## src/rtl/polygon_edge_builder.sv

```systemverilog
// Polygon vertex stream -> closed-loop edge lines, built in a shadow bank and committed at frame_start.
// Optional POLY_HORIZ_SKIP_EN: horizontal edges (y1==y2) are dropped and consume no slot.

module polygon_edge_slot (
  input  logic        clk,
  input  logic        reset_n,
  input  logic        clear,
  input  logic        wr,
  input  logic        commit,
  input  logic [37:0] wr_line,
  output logic [37:0] line,
  output logic        en,
  output logic        sh_en
);
  logic [37:0] sh_line;

  // commit samples the pre-clear shadow, so commit+clear in one cycle is safe
  always_ff @(posedge clk or negedge reset_n) begin
    if (!reset_n) begin
      sh_line <= '0;
      sh_en   <= 1'b0;
      line    <= '0;
      en      <= 1'b0;
    end else begin
      if (commit) begin
        line <= sh_line;
        en   <= sh_en;
      end
      if (clear) begin
        sh_line <= '0;
        sh_en   <= 1'b0;
      end else if (wr) begin
        sh_line <= wr_line;
        sh_en   <= 1'b1;
      end
    end
  end
endmodule

module polygon_edge_builder #(
  parameter int MAX_EDGES = 8,
  parameter int CNT_W     = $clog2(MAX_EDGES+1)
) (
  input  logic                    clk,
  input  logic                    reset_n,
  input  logic                    start,
  input  logic                    vtx_valid,
  output logic                    vtx_ready,
  input  logic [9:0]              vtx_x,
  input  logic [8:0]              vtx_y,
  input  logic                    vtx_last,
  input  logic                    frame_start,
  output logic [MAX_EDGES*38-1:0] edge_lines,
  output logic [MAX_EDGES-1:0]    edge_en,
  output logic [CNT_W-1:0]        edge_count,
  output logic                    busy,
  output logic                    error
);
  typedef enum logic [2:0] {IDLE, FIRST, COLLECT, CLOSE, PENDING} state_t;
  state_t state;

  logic [9:0]           first_x, prev_x;
  logic [8:0]           first_y, prev_y;
  logic [CNT_W-1:0]     idx;
  logic [1:0]           vcnt;
  logic                 ovf;
  logic [MAX_EDGES-1:0] sh_mask;
  logic [CNT_W-1:0]     pop;

  logic        accept, idx_free, clear, commit;
  logic        skip_cur, skip_close;
  logic        edge_wr;
  logic [37:0] edge_line, cur_line, close_line;

  assign vtx_ready  = (state == FIRST) || (state == COLLECT);
  assign busy       = (state != IDLE);
  assign accept     = vtx_valid && vtx_ready;
  assign idx_free   = (idx != CNT_W'(MAX_EDGES));
  assign clear      = start || (state == IDLE);
  assign commit     = (state == PENDING) && frame_start;
  assign cur_line   = {prev_x, prev_y, vtx_x, vtx_y};
  assign close_line = {prev_x, prev_y, first_x, first_y};

`ifdef POLY_HORIZ_SKIP_EN
  assign skip_cur   = (prev_y == vtx_y);
  assign skip_close = (prev_y == first_y);
`else
  assign skip_cur   = 1'b0;
  assign skip_close = 1'b0;
`endif

  always_comb begin
    edge_wr   = 1'b0;
    edge_line = cur_line;
    if (!start && state == COLLECT && accept && idx_free && !skip_cur)
      edge_wr = 1'b1;
    else if (!start && state == CLOSE && vcnt == 2'd3 && !ovf && idx_free && !skip_close) begin
      edge_wr   = 1'b1;
      edge_line = close_line;
    end
  end

  always_comb begin
    pop = '0;
    for (int k = 0; k < MAX_EDGES; k++) pop = pop + CNT_W'(sh_mask[k]);
  end

  for (genvar k = 0; k < MAX_EDGES; k++) begin : g_slot
    polygon_edge_slot u_slot (
      .clk     (clk),
      .reset_n (reset_n),
      .clear   (clear),
      .wr      (edge_wr && (idx == CNT_W'(k))),
      .commit  (commit),
      .wr_line (edge_line),
      .line    (edge_lines[k*38 +: 38]),
      .en      (edge_en[k]),
      .sh_en   (sh_mask[k])
    );
  end

  always_ff @(posedge clk or negedge reset_n) begin
    if (!reset_n) begin
      state      <= IDLE;
      error      <= 1'b0;
      edge_count <= '0;
      idx        <= '0;
      vcnt       <= '0;
      ovf        <= 1'b0;
      first_x    <= '0;
      first_y    <= '0;
      prev_x     <= '0;
      prev_y     <= '0;
    end else begin
      if (commit) edge_count <= pop;
      if (start) begin
        state <= FIRST;
        error <= 1'b0;
        idx   <= '0;
        vcnt  <= '0;
        ovf   <= 1'b0;
      end else begin
        case (state)
          IDLE: begin
            idx  <= '0;
            vcnt <= '0;
            ovf  <= 1'b0;
          end
          FIRST: if (accept) begin
            first_x <= vtx_x;
            first_y <= vtx_y;
            prev_x  <= vtx_x;
            prev_y  <= vtx_y;
            vcnt    <= 2'd1;
            if (vtx_last) begin
              error <= 1'b1;
              state <= IDLE;
            end else begin
              state <= COLLECT;
            end
          end
          COLLECT: if (accept) begin
            prev_x <= vtx_x;
            prev_y <= vtx_y;
            if (vcnt != 2'd3) vcnt <= vcnt + 2'd1;
            if (!skip_cur) begin
              if (idx_free) idx <= idx + 1'b1;
              else          ovf <= 1'b1;
            end
            if (vtx_last) state <= CLOSE;
          end
          CLOSE: begin
            if (vcnt != 2'd3 || ovf) begin
              error <= 1'b1;
              state <= IDLE;
            end else if (skip_close) begin
              state <= PENDING;
            end else if (idx_free) begin
              idx   <= idx + 1'b1;
              state <= PENDING;
            end else begin
              error <= 1'b1;
              state <= IDLE;
            end
          end
          PENDING: if (frame_start) state <= IDLE;
          default: state <= IDLE;
        endcase
      end
    end
  end
endmodule

```

## config.mk

```make
export PLATFORM = sky130hd
export DESIGN_NAME = polygon_edge_builder
export DESIGN_NICKNAME = d
export VERILOG_FILES = /design/src/rtl/polygon_edge_builder.sv
export SDC_FILE = /design/constraint.sdc
export NUM_CORES = 1
export LEC_CHECK = 0
export ABC_AREA = 1
export BUFFER_PORTS_ARGS = -buffer_cell sky130_fd_sc_hd__buf_2
export CAP_MARGIN = 20
export CELL_PAD_IN_SITES_DETAIL_PLACEMENT = 1
export CELL_PAD_IN_SITES_GLOBAL_PLACEMENT = 1
export CORE_MARGIN = 2
export CORE_UTILIZATION = 44
export CTS_CLUSTER_DIAMETER = 100
export DETAILED_ROUTE_END_ITERATION = 8
export GPL_ROUTABILITY_DRIVEN = 0
export PLACE_DENSITY = 0.83
export SYNTH_ARGS = -nofsm -noshare
export SYNTH_HDL_FRONTEND = slang
export SYNTH_SLANG_ARGS = --single-unit
```

## constraint.sdc

```tcl
create_clock -name clk -period 3.3 [get_ports clk]
set_input_delay 0.33 -clock clk [delete_from_list [all_inputs] [get_ports clk]]
set_output_delay 0.33 -clock clk [all_outputs]
set_load 0.01 [all_outputs]
```

* Yosys cells after proc, flatten, opt, wreduce, memory -nomap -nowiden
Index checks and enable logic that the tools add are counted.
W data, S select, Z words.
** Cells by class
- Eq/ne operators :: 24
- Bitwise gates (word level) :: 1
- Reductions and logical operators :: 45
- Multiplexer cells :: 64
- $add $sub $neg :: 9
** Operators by type and width (number)
- $mux W38 :: 16
- $mux W19 :: 2
- $mux W1 :: 25
- $mux W3 :: 7
- $ne A3 B3 Y1 const B :: 7
- $logic_and A1 B1 Y1 :: 17
- $add A4 B1 Y4 :: 4
- $eq A4 B3 Y1 const B :: 4
- $mux W4 :: 4
- $reduce_bool A2 Y1 :: 8
- $pmux W3 S5 :: 1
- $pmux W4 S3 :: 1
- $reduce_and A3 Y1 :: 4
- $mux W2 :: 5
- $reduce_bool A3 Y1 :: 3
- $eq A4 B2 Y1 const B :: 2
- $reduce_and A4 Y1 :: 2
- $reduce_bool A4 Y1 :: 2
- $eq A3 B2 Y1 const B :: 2
- $pmux W2 S3 :: 1
- $reduce_and A5 Y1 :: 1
- $add A3 B1 Y4 :: 1
- $add A4 B1 Y4 const B :: 1
- $eq A4 B1 Y1 const B :: 1
- 17 further kinds :: 22
** Storage, ports and cells
- Word-level logic and storage cells :: 185
- Bits in registers :: 677
- Input bits :: 25
- Output and inout port bits :: 319

* Logic depth before layout (Yosys ltp)
Gate-level depths: netlist (run 1).
- Depth in word-level cells :: 10
- Gate-level depth with buffers :: 11
- Depth with buffers taken out :: 10

* Modules after synthesis
From an unflattened synthesis (run 1), not the netlist that was laid out.
** Unflattened totals
- Cells, all modules :: 3045
- Area, all modules :: 27551.4 µm²
** By module, submodules not included
- polygon_edge_slot :: instances 8, cells each 334, sequential area each 1951.9 µm², area an instance 3070.4 µm²
- polygon_edge_builder :: instances 1, cells each 373, sequential area each 1326.3 µm², area an instance 2987.9 µm²

* Least setup slack after synthesis (run 1)
Ideal clock, no wire load.
- Path kind :: register to register
- Start :: register g_slot[0].u_slot.sh_en
- End :: register edge_count[2]
- Path slack :: 408 ps
- Path buffers :: 0
- Clock period less this slack :: 2892 ps
- Stages on the path, launching flop included :: 11
- Setup time :: 83 ps
- Required time :: 3217 ps
- Arrival :: 2810 ps
- Cell sequence :: dfrtp_1 > fa_1 > inv_1 > fa_1 > fa_1 > inv_1 > ha_1 > inv_1 > fa_1 > xor2_1 > o21ai_0
** Between the ends
- Cells in the longest elaborated chain, start to end :: 7
** RTL lines
- start: declaration :: RTL line 13 : output logic sh_en
- start signal: assignment :: RTL line 21 : sh_en <= 1'b0;
- start signal: assignment :: RTL line 31 : sh_en <= 1'b0;
- start signal: assignment :: RTL line 34 : sh_en <= 1'b1;
- $add A1 B1 Y2 :: RTL line 105 : for (int k = 0; k < MAX_EDGES; k++) pop = pop + CNT_W'(sh_mask[k]);
- $add A2 B1 Y3 :: RTL line 105
- $add A3 B1 Y4 :: RTL line 105
- $add A4 B1 Y4 (4 in a row) :: RTL line 105
- end signal: assignment :: RTL line 135 : if (commit) edge_count <= pop;
- end: declaration :: RTL line 55 : output logic [CNT_W-1:0] edge_count,
No other way between the ends.
A chain may end at the register's enable or synchronous reset.

* Final worst setup path (run 1)
Same ends and word-level chain as after synthesis.

==> flow_summary.toml, run 1 <==
[critical_path]
critPathRequiredTime_ps = 3830
cp.arrival_ps = 3630
crit_chain = "fa_1 > inv_1 > fa_1 > fa_1 > inv_1 > ha_1 > inv_1 > fa_1 > xor2_1 > o21ai_0"
critPathKind = "reg -> reg"
critPathTopFamily = "adder cells"
startpoint_type = "register"
critPathBufInv = 3
crit_path_frequent_cell = "fa_1"
reg2reg_slack_ps = 200
cp_slowest_cell = "fa_1"
critPathMaxStageDelay_ps = 540
endpoint_kind = "register"
path_max_fanout = 2

[sta]
min_period_over_period_pct = 94.1
fmaxAchievable_ghz = 0.322
worst_slack_ps = 196
holdWs_ps = 27.1
hold_violations = 0
skew_ps = 17.9
setup_tns_ps = 0
worst_pin_slew_ps = 1180
period_needed_ps = 3100
slew_headroom_pct = 21.0
rsz0062_at_grt = "false"
setup_viol = 0
maxSlewViolCount = 0

[place]
portBuffers = 343
dp_hpwl_um = 58100
pre_cts_slack_ps = 237
dp.cells = 4133

[layout]
final_layout_size_suffix_gt1_share_pct = 16.3
final_common_cell = "nand2_1"
syn_to_final_growth_pct = 18.0
layout.nets = 3460
antenna_cells = 0
final_cell_count_no_fill = 4260
layout_common_cells = "nand2_1, dfrtp_1, buf_2"
fin_util_pct = 52.3

[clock_network]
cts_setup_buffers = 0
htreeDepth = 3
clockBufferDepth = 3
clkSinkCount = 677
cts_tree = "done"
cts_root_buffer = "clkbuf_16"
numCtsBuffers = 74
clk_pin_slew_ps = 60
clock_latency_ps = 610

[route]
routedWlPerCell_um = 21.2
vias_per_cell = 5.31
routed_wl_um = 90200
drc = 0
drt_iter0_drc = 1916
first_pass_iters = 9
postRouteAntennaNets = 0
vias = 22600

[yosys]
synth_compound_area_share_pct = 1.34
yosys_warnings = 0
synth-seq-area-share_pct = 62.3
netlist-cell-type-count = 25
postSynthAreaPerCell_sq_um = 8.69
synthSimpleGateAreaFrac_pct = 30.5
synth_area_sq_um = 27200
synth_top_family_by_area = "simple AND/OR/NAND/NOR gates"
synthXorXnorAreaFrac_pct = 0.0645
synth_nets = 3163
synth.ff_latch_count = 677
synthAdderAreaFrac_pct = 0.663
synthMuxAreaShare_pct = 0
syn_inst = 3126

[global_route]
grt_overflow = 0
grt_max_degree = 140
grt_pass1_vias = 23900
grt_pass1_wl_um = 140000
antenna_found_initial = 0
grtUsageTotal_pct = 28.6

[floorplanning]
start_util_pct = 44.3
rows = 91
core_area_sq_um = 61400
fp.dieArea_sq_um = 63800
io_pins = 344
die_y_um = 253
die_x_um = 253

[outcome]
status = "finished clean"

[pwr]
leakage_nw = 19.0
vdd.ir_drop.worst_mv = 0.406
powerDensity_nw_per_um2 = 600

[job]
drv_cap = 0

[min_path]
hold_path_class = "in -> reg"
final timing paths:
path                                                            endpoint                                   from  depth (start not counted)
worst min-delay path                               prev_x[0]$_DFFE_PN0P_                               vtx_x[0]                          3
worst min register to register     g_slot[6].u_slot.line[13]$_DFFE_PN0P_  g_slot[6].u_slot.line[13]$_DFFE_PN0P_                          2
min in group asynchronous           g_slot[3].u_slot.line[9]$_DFFE_PN0P_                                reset_n                          2
worst max register to register                 edge_count[2]$_DFFE_PN0P_     g_slot[0].u_slot.sh_en$_DFFE_PN0P_                         10
worst max-delay path                           edge_count[2]$_DFFE_PN0P_     g_slot[0].u_slot.sh_en$_DFFE_PN0P_                         10
max in group asynchronous       g_slot[7].u_slot.sh_line[21]$_DFFE_PN0P_                                reset_n                          3
synth_stat cells:
| library cell | number | area [sq um] |
|---|---|---|
| a21oi_1 | 12 | 60.1 |
| nor3_1 | 2 | 10.0 |
| buf_1 | 11 | 41.3 |
| nor2_4 | 1 | 11.3 |
| xor2_1 | 2 | 17.5 |
| nand4_1 | 8 | 50.1 |
| o21ai_0 | 56 | 280 |
| o211ai_1 | 1 | 7.51 |
| buf_6 | 1 | 11.3 |
| nand4_2 | 5 | 62.6 |
| fa_1 | 4 | 80.1 |
| dfrtp_1 | 677 | 16900 |
| nand2_1 | 1647 | 6180 |
| nand3_1 | 323 | 1620 |
| nand2_2 | 1 | 6.26 |
| a21oi_2 | 1 | 8.76 |
| clkbuf_1 | 47 | 176 |
| nor2_1 | 55 | 206 |
| inv_1 | 90 | 338 |
| buf_4 | 35 | 263 |
| buf_2 | 103 | 515 |
| inv_2 | 14 | 52.6 |
| ha_1 | 8 | 100 |
| nor2_2 | 21 | 131 |
| o31ai_1 | 1 | 7.51 |
flip-flops by register name, summed over array words and instances (netlist names), 2 cells and up:
register	flops
prev_x	10
g_slot.u_slot.sh_line	304
first_x	10
g_slot.u_slot.sh_en	8
edge_count	4
idx	4
first_y	9
vcnt	2
g_slot.u_slot.en	8
prev_y	9
g_slot.u_slot.line	304
state	3
tightest hold or removal path: stages:
cell	delay (ps)
buf_2	120
inv_1	70
o21ai_0	80
logic make-up after synthesis:
kind of cell,after synthesis
DFF,677
adders and majority gates,12
buffers and inverters,301
and+or+nand+nor,2063
AOI/OAI and AO/OA,71
xor gates and xnor gates,2
area by class of cell:
type	instances	area, sq um
flip-flops and latches	677	16900
clock inverters	11	113
well taps	790	988
inverters	104	398
clock buffers	112	2210
fillers	7271	29300
repair buffers	418	2550
multi-input cells	2148	8870
report_power, final:
group / leakage, nW / internal (W) / total, W / switching [W]
Combinational: 8.42 / 0.000466 / 0.00243 / 0.00196
Clock: 1.15 / 0.00474 / 0.00807 / 0.00332
Sequential: 9.40 / 0.00857 / 0.00876 / 0.000189
Total: 19.0 / 0.0138 / 0.0193 / 0.00548
routing by layer:
layer,vias up,share of wire (%),global-route usage (%)
met3,170,4.8,3.87
met5,-,0,0
met1,11600,41,37.0
met4,0,3.5,10.9
met2,624,50,48.9
li1,10200,-,-
stage by stage:
| step | cell area [sq um] | power [W] |
|---|---|---|
| finish | 32100 | 0.0193 |
| global placement | 29700 | 0.0112 |
| global route | 32100 | 0.0200 |
| detailed placement | 29700 | 0.0113 |
| CTS | 32100 | 0.0194 |
| floorplan | 27200 | 0.0102 |
repair_timing:
item,4_1_cts,5_1_grt
resized for setup,0,0
hold endpoints to repair,56,0
hold buffers,3,0
Note: power is estimated with default switching activity, not from simulation.
==> run 2, diff against run 1 <==
--- a/config.mk
+++ b/config.mk
@@ -11,11 +11,11 @@
 export CELL_PAD_IN_SITES_DETAIL_PLACEMENT = 1
 export CELL_PAD_IN_SITES_GLOBAL_PLACEMENT = 1
 export CORE_MARGIN = 2
-export CORE_UTILIZATION = 44
+export CORE_UTILIZATION = 47
 export CTS_CLUSTER_DIAMETER = 100
 export DETAILED_ROUTE_END_ITERATION = 8
 export GPL_ROUTABILITY_DRIVEN = 0
-export PLACE_DENSITY = 0.83
+export PLACE_DENSITY = 0.88
 export SYNTH_ARGS = -nofsm -noshare
 export SYNTH_HDL_FRONTEND = slang
 export SYNTH_SLANG_ARGS = --single-unit
==> constraint.sdc (replaced) <==
create_clock -name clk -period 3.89 [get_ports clk]
set_input_delay 0.389 -clock clk [delete_from_list [all_inputs] [get_ports clk]]
set_output_delay 0.389 -clock clk [all_outputs]
set_load 0.01 [all_outputs]
==> flow_summary.toml, run 2 (same netlist as run 1, synthesis figures left out) <==
[global_route]
grt_pass1_wl_um = 143000
grt_overflow = 0
grtUsageTotal_pct = 31.2
grt_pass1_vias = 24700
antenna_found_initial = 1
grt_max_degree = 164

[clock_network]
clk_pin_slew_ps = 60
numCtsBuffers = 73
cts_root_buffer = "clkbuf_16"
htreeDepth = 3
cts_tree = "done"
clockBufferDepth = 3
cts_setup_buffers = 0
clock_latency_ps = 620
clkSinkCount = 677

[layout]
syn_to_final_growth_pct = 17.8
layout.nets = 3449
final_common_cell = "nand2_1"
reg_top3 = "g_slot.u_slot.line: 304 flops, g_slot.u_slot.sh_line: 304 flops"
nFillCells = 6788
layout_common_cells = "nand2_1, dfrtp_1, buf_2"
final_cell_count_no_fill = 4232
final_layout_size_suffix_gt1_share_pct = 16.4

[route]
routedWlPerCell_um = 21.8
drt_iter0_drc = 2025
postRouteAntennaNets = 0
drc = 0
routed_wl_um = 92500
first_pass_iters = 5
vias_per_cell = 5.44
vias = 23000

[critical_path]
critPathRequiredTime_ps = 4360
endpoint_kind = "register"
startpoint_type = "register"
crit_path_frequent_cell = "fa_1"
critPathBufInv = 3
critPathMaxStageDelay_ps = 540
crit_chain = "fa_1 > inv_1 > fa_1 > fa_1 > inv_1 > ha_1 > inv_1 > fa_1 > xor2_1 > o21ai_0"
critPathKind = "reg -> reg"
critPathTopFamily = "adder cells"
cp_slowest_cell = "fa_1"
cp.arrival_ps = 3560
path_max_fanout = 2

[floorplanning]
io_pins = 344
core_area_sq_um = 57500
start_util_pct = 47.3
die_y_um = 244
fp.dieArea_sq_um = 59800
rows = 88
die_x_um = 244

[place]
pre_cts_slack_ps = 831
dp_hpwl_um = 56900
dp.cells = 4100
portBuffers = 343

[sta]
fmaxAchievable_ghz = 0.324
min_period_over_period_pct = 79.4
rsz0062_at_grt = "false"
setup_viol = 0
setup_tns_ps = 0
slew_headroom_pct = 20.0
skew_ps = 22.7
maxSlewViolCount = 0
hold_violations = 0
worst_pin_slew_ps = 1190
period_needed_ps = 3090
worst_slack_ps = 801

[pwr]
power_w = 0.0167
vdd.ir_drop.worst_mv = 0.364
leakage_nw = 19.0
powerDensity_nw_per_um2 = 522

[job]
drv_cap = 0

[min_path]
hold_path_class = "in -> reg"

[outcome]
status = "finished clean"
==> run 2: cell types whose count changed in the layout (fill, tap and decap cells not counted), sizes merged <==
cell         change
clkbuf           -4
clkinvlp         +1
dlygate4sd3      -1
diode            +1
clkinv           +6
buf              -9
bufinv           +3
==> run 2: worst paths after layout <==
check,end,cells past startpoint,startpoint,slack [ps]
max,edge_count[2]$_DFFE_PN0P_,10,g_slot[0].u_slot.sh_en$_DFFE_PN0P_,800
min,prev_y[5]$_DFFE_PN0P_,3,vtx_y[5],70
max reg2reg,edge_count[2]$_DFFE_PN0P_,10,g_slot[0].u_slot.sh_en$_DFFE_PN0P_,800
min reg2reg,g_slot[3].u_slot.line[15]$_DFFE_PN0P_,2,g_slot[3].u_slot.line[15]$_DFFE_PN0P_,470
max in group asynchronous,g_slot[7].u_slot.sh_line[31]$_DFFE_PN0P_,3,reset_n,2400
min in group asynchronous,g_slot[3].u_slot.line[12]$_DFFE_PN0P_,2,reset_n,360
==> run 2: final cells by class <==
class	count	area, sq um	share of cell area, %
timing repair buffer	408	2370	7.42
antenna	1	2.50	0.00782
clock buffer	108	2220	6.95
inverter	104	398	1.24
clock inverter	21	244	0.762
tap	765	957	2.99
multi-input combinational	2148	8870	27.7
sequential	677	16900	52.9
==> run 2: power by group <==
group,leakage (nW),switching (W),internal [W]
Clock,1.22,0.00291,0.00429
Combinational,8.34,0.00170,0.000381
Sequential,9.40,0.000153,0.00727
==> run 2: routing by layer <==
| layer | part of all wire [%] | vias to the layer above | global-route usage (%) |
|---|---|---|---|
| li1 | - | 10200 | - |
| met1 | 40 | 11800 | 39.2 |
| met2 | 50 | 746 | 53.8 |
| met3 | 5.3 | 213 | 4.57 |
| met4 | 4.1 | 0 | 13.9 |
| met5 | 0 | - | 0 |
==> run 2: through the flow <==
step	hold slack [ps]	instance area (sq um)	util, %
global placement	432	29500	51.3
global route	75.3	32000	55.7
floorplan	93.4	27200	-
finish	66.1	32000	55.7
CTS	39.9	32000	55.7
detailed placement	438	29500	51.4
==> run 2: what timing repair did <==
action                                 CTS  global route
hold buffers                             2             0
resized for setup                        0             0
endpoints found under the hold margin   64             0
==> run 2: worst register-to-register path: cells and delay by family (launching register included) <==
kind	cells	cell delay (ps)
AO/OA/AOI/OAI	1	110
adder cells (fa/ha/maj)	5	2080
buffers and inverters	3	190
XOR/XNOR	1	170
flip-flops	1	410
==> run 3, diff against run 2 <==
--- a/config.mk
+++ b/config.mk
@@ -11,11 +11,11 @@
 export CELL_PAD_IN_SITES_DETAIL_PLACEMENT = 1
 export CELL_PAD_IN_SITES_GLOBAL_PLACEMENT = 1
 export CORE_MARGIN = 2
-export CORE_UTILIZATION = 47
+export CORE_UTILIZATION = 44
 export CTS_CLUSTER_DIAMETER = 100
 export DETAILED_ROUTE_END_ITERATION = 8
 export GPL_ROUTABILITY_DRIVEN = 0
-export PLACE_DENSITY = 0.88
+export PLACE_DENSITY = 0.83
 export SYNTH_ARGS = -nofsm -noshare
 export SYNTH_HDL_FRONTEND = slang
 export SYNTH_SLANG_ARGS = --single-unit
==> constraint.sdc (replaced) <==
create_clock -name clk -period 3.1 [get_ports clk]
set_input_delay 0.31 -clock clk [delete_from_list [all_inputs] [get_ports clk]]
set_output_delay 0.31 -clock clk [all_outputs]
set_load 0.01 [all_outputs]
==> flow_summary.toml, run 3 (same netlist as run 1, synthesis figures left out) <==
[pwr]
clock_power_share_pct = 41.4
leakage_nw = 19.1
vdd.ir_drop.worst_mv = 0.408
netSwitchingPower_w = 0.00598
power.internal_w = 0.0146
powerDensity_nw_per_um2 = 639
netSwitchingFraction_pct = 29.0
pwr-share-seq_pct = 45.2
p_comb_share_pct = 13.4

[critical_path]
critPathBufInv = 3
startpoint = "g_slot[0].u_slot.sh_en$_DFFE_PN0P_"
reg2reg_from = "g_slot[0].u_slot.sh_en$_DFFE_PN0P_"
crit_chain = "fa_1 > inv_1 > fa_1 > fa_1 > inv_1 > ha_1 > inv_1 > fa_2 > o21ai_0"
cp_slowest_cell = "fa_1"
critPathKind = "reg -> reg"
critPathTopFamily = "adder cells"
critPathRequiredTime_ps = 3620
critPathMaxStageDelay_ps = 540
endpoint_kind = "register"
startpoint_type = "register"
path_max_fanout = 2
cp.arrival_ps = 3460

[clock_network]
numCtsBuffers = 72
clkSinkCount = 677
htreeDepth = 3
cts_tree = "done"
cts_root_buffer = "clkbuf_16"
clk_pin_slew_ps = 60
clock_latency_ps = 600
clockBufferDepth = 3

[global_route]
use_met2_pct = 49.1
grt_pass1_wl_um = 139000
grt_pass1_vias = 23800
met3_usage_pct = 3.82
antenna_found_initial = 1
grt_use_met1_pct = 36.3
grtUsageTotal_pct = 28.4
grt_overflow = 0
grt_max_degree = 126
top_usage_layer = "met2"

[layout]
layout_common_cells = "nand2_1, dfrtp_1, buf_2"
layout.nets = 3485
reg_top3 = "g_slot.u_slot.line: 304 flops, g_slot.u_slot.sh_line: 304 flops"
syn_to_final_growth_pct = 18.6
final_layout_size_suffix_gt1_share_pct = 17.0
final_common_cell = "nand2_1"

[floorplanning]
start_util_pct = 44.3
die_x_um = 253
fp.dieArea_sq_um = 63800
core_area_sq_um = 61400
rows = 91
die_y_um = 253
io_pins = 344

[route]
postRouteAntennaNets = 0
vias = 22600
first_pass_iters = 5
routed_wl_um = 90200
drt_iter0_drc = 1805
routedWlPerCell_um = 21.0
drc = 0
vias_per_cell = 5.27

[sta]
setup_tns_ps = 0
fmaxAchievable_ghz = 0.340
maxSlewViolCount = 0
skew_ps = 15.4
hold_violations = 0
slew_headroom_pct = 42.5
rsz0062_at_grt = "false"
holdWs_ps = 15.5
worst_pin_slew_ps = 862
min_period_over_period_pct = 94.8
period_needed_ps = 2940
setup_viol = 0

[min_path]
hold_path_class = "in -> reg"
hp-start = "vtx_x[8]"

[outcome]
status = "finished clean"

[job]
drv_cap = 0

[place]
dp_hpwl_um = 57800
portBuffers = 343
[run 3: power by group through the flow]
stage               combinational (W)  sequential (W)  clock (W)
floorplan                     0.00145         0.00940          0
global placement              0.00270         0.00945          0
detailed placement            0.00275         0.00946          0
CTS                           0.00277         0.00930    0.00866
global route                  0.00299         0.00933    0.00901
finish                        0.00276         0.00931    0.00853
[run 3: through the flow]
step                      instances  worst slack (ps)  utilization (%)  area, sq um  power (W)
after floorplan                3126               208                -        27200     0.0108
after global placement         4154              81.2             48.6        29800     0.0121
after detailed placement       4154              42.0             48.6        29800     0.0122
after CTS                      4292              16.6             52.5        32200     0.0207
after global routing           4293              28.3             52.5        32200     0.0213
final                          4294               160             52.5        32200     0.0206
[run 3: path summary, 6_finish.rpt]
check | cells after the start | to | slack, ps
setup / recovery | 9 | edge_count[1]$_DFFE_PN0P_ | 160
min in group asynchronous | 2 | g_slot[3].u_slot.line[9]$_DFFE_PN0P_ | 240
hold reg to reg | 2 | g_slot[7].u_slot.line[15]$_DFFE_PN0P_ | 460
hold / removal | 3 | prev_x[8]$_DFFE_PN0P_ | 20
max in group asynchronous | 4 | g_slot[2].u_slot.line[30]$_DFFE_PN0P_ | 1770
setup reg to reg | 9 | edge_count[1]$_DFFE_PN0P_ | 160
[run 3: layout make-up]
class / instances / area [sq um]
inverters: 104 / 398
repair buffers: 445 / 2730
clock inverters: 21 / 155
diodes: 1 / 2.50
multi-input cells: 2148 / 8870
flip-flops and latches: 677 / 16900
well taps: 790 / 988
fillers: 7250 / 29100
clock buffers: 108 / 2150
[run 3: repair_timing]
item | in CTS | in global routing
setup endpoints to repair | 0 | 2
buffers inserted | 0 | 1
gates resized for setup | 0 | 2
hold buffers | 9 | 0
endpoints found under the hold margin | 55 | 0
[run 3: metal layers]
metal | up-vias | routed length, um
met3 | 179 | 4850
met4 | 0 | 3260
met1 | 11500 | 36800
met5 | - | 0
met2 | 669 | 45300
li1 | 10300 | -
[run 3: worst reg2reg max path: stages (launching register included)]
cell,delay [ps]
dfrtp_1,400
fa_1,540
inv_1,50
fa_1,450
fa_1,500
inv_1,50
ha_1,200
inv_1,70
fa_2,420
o21ai_0,180
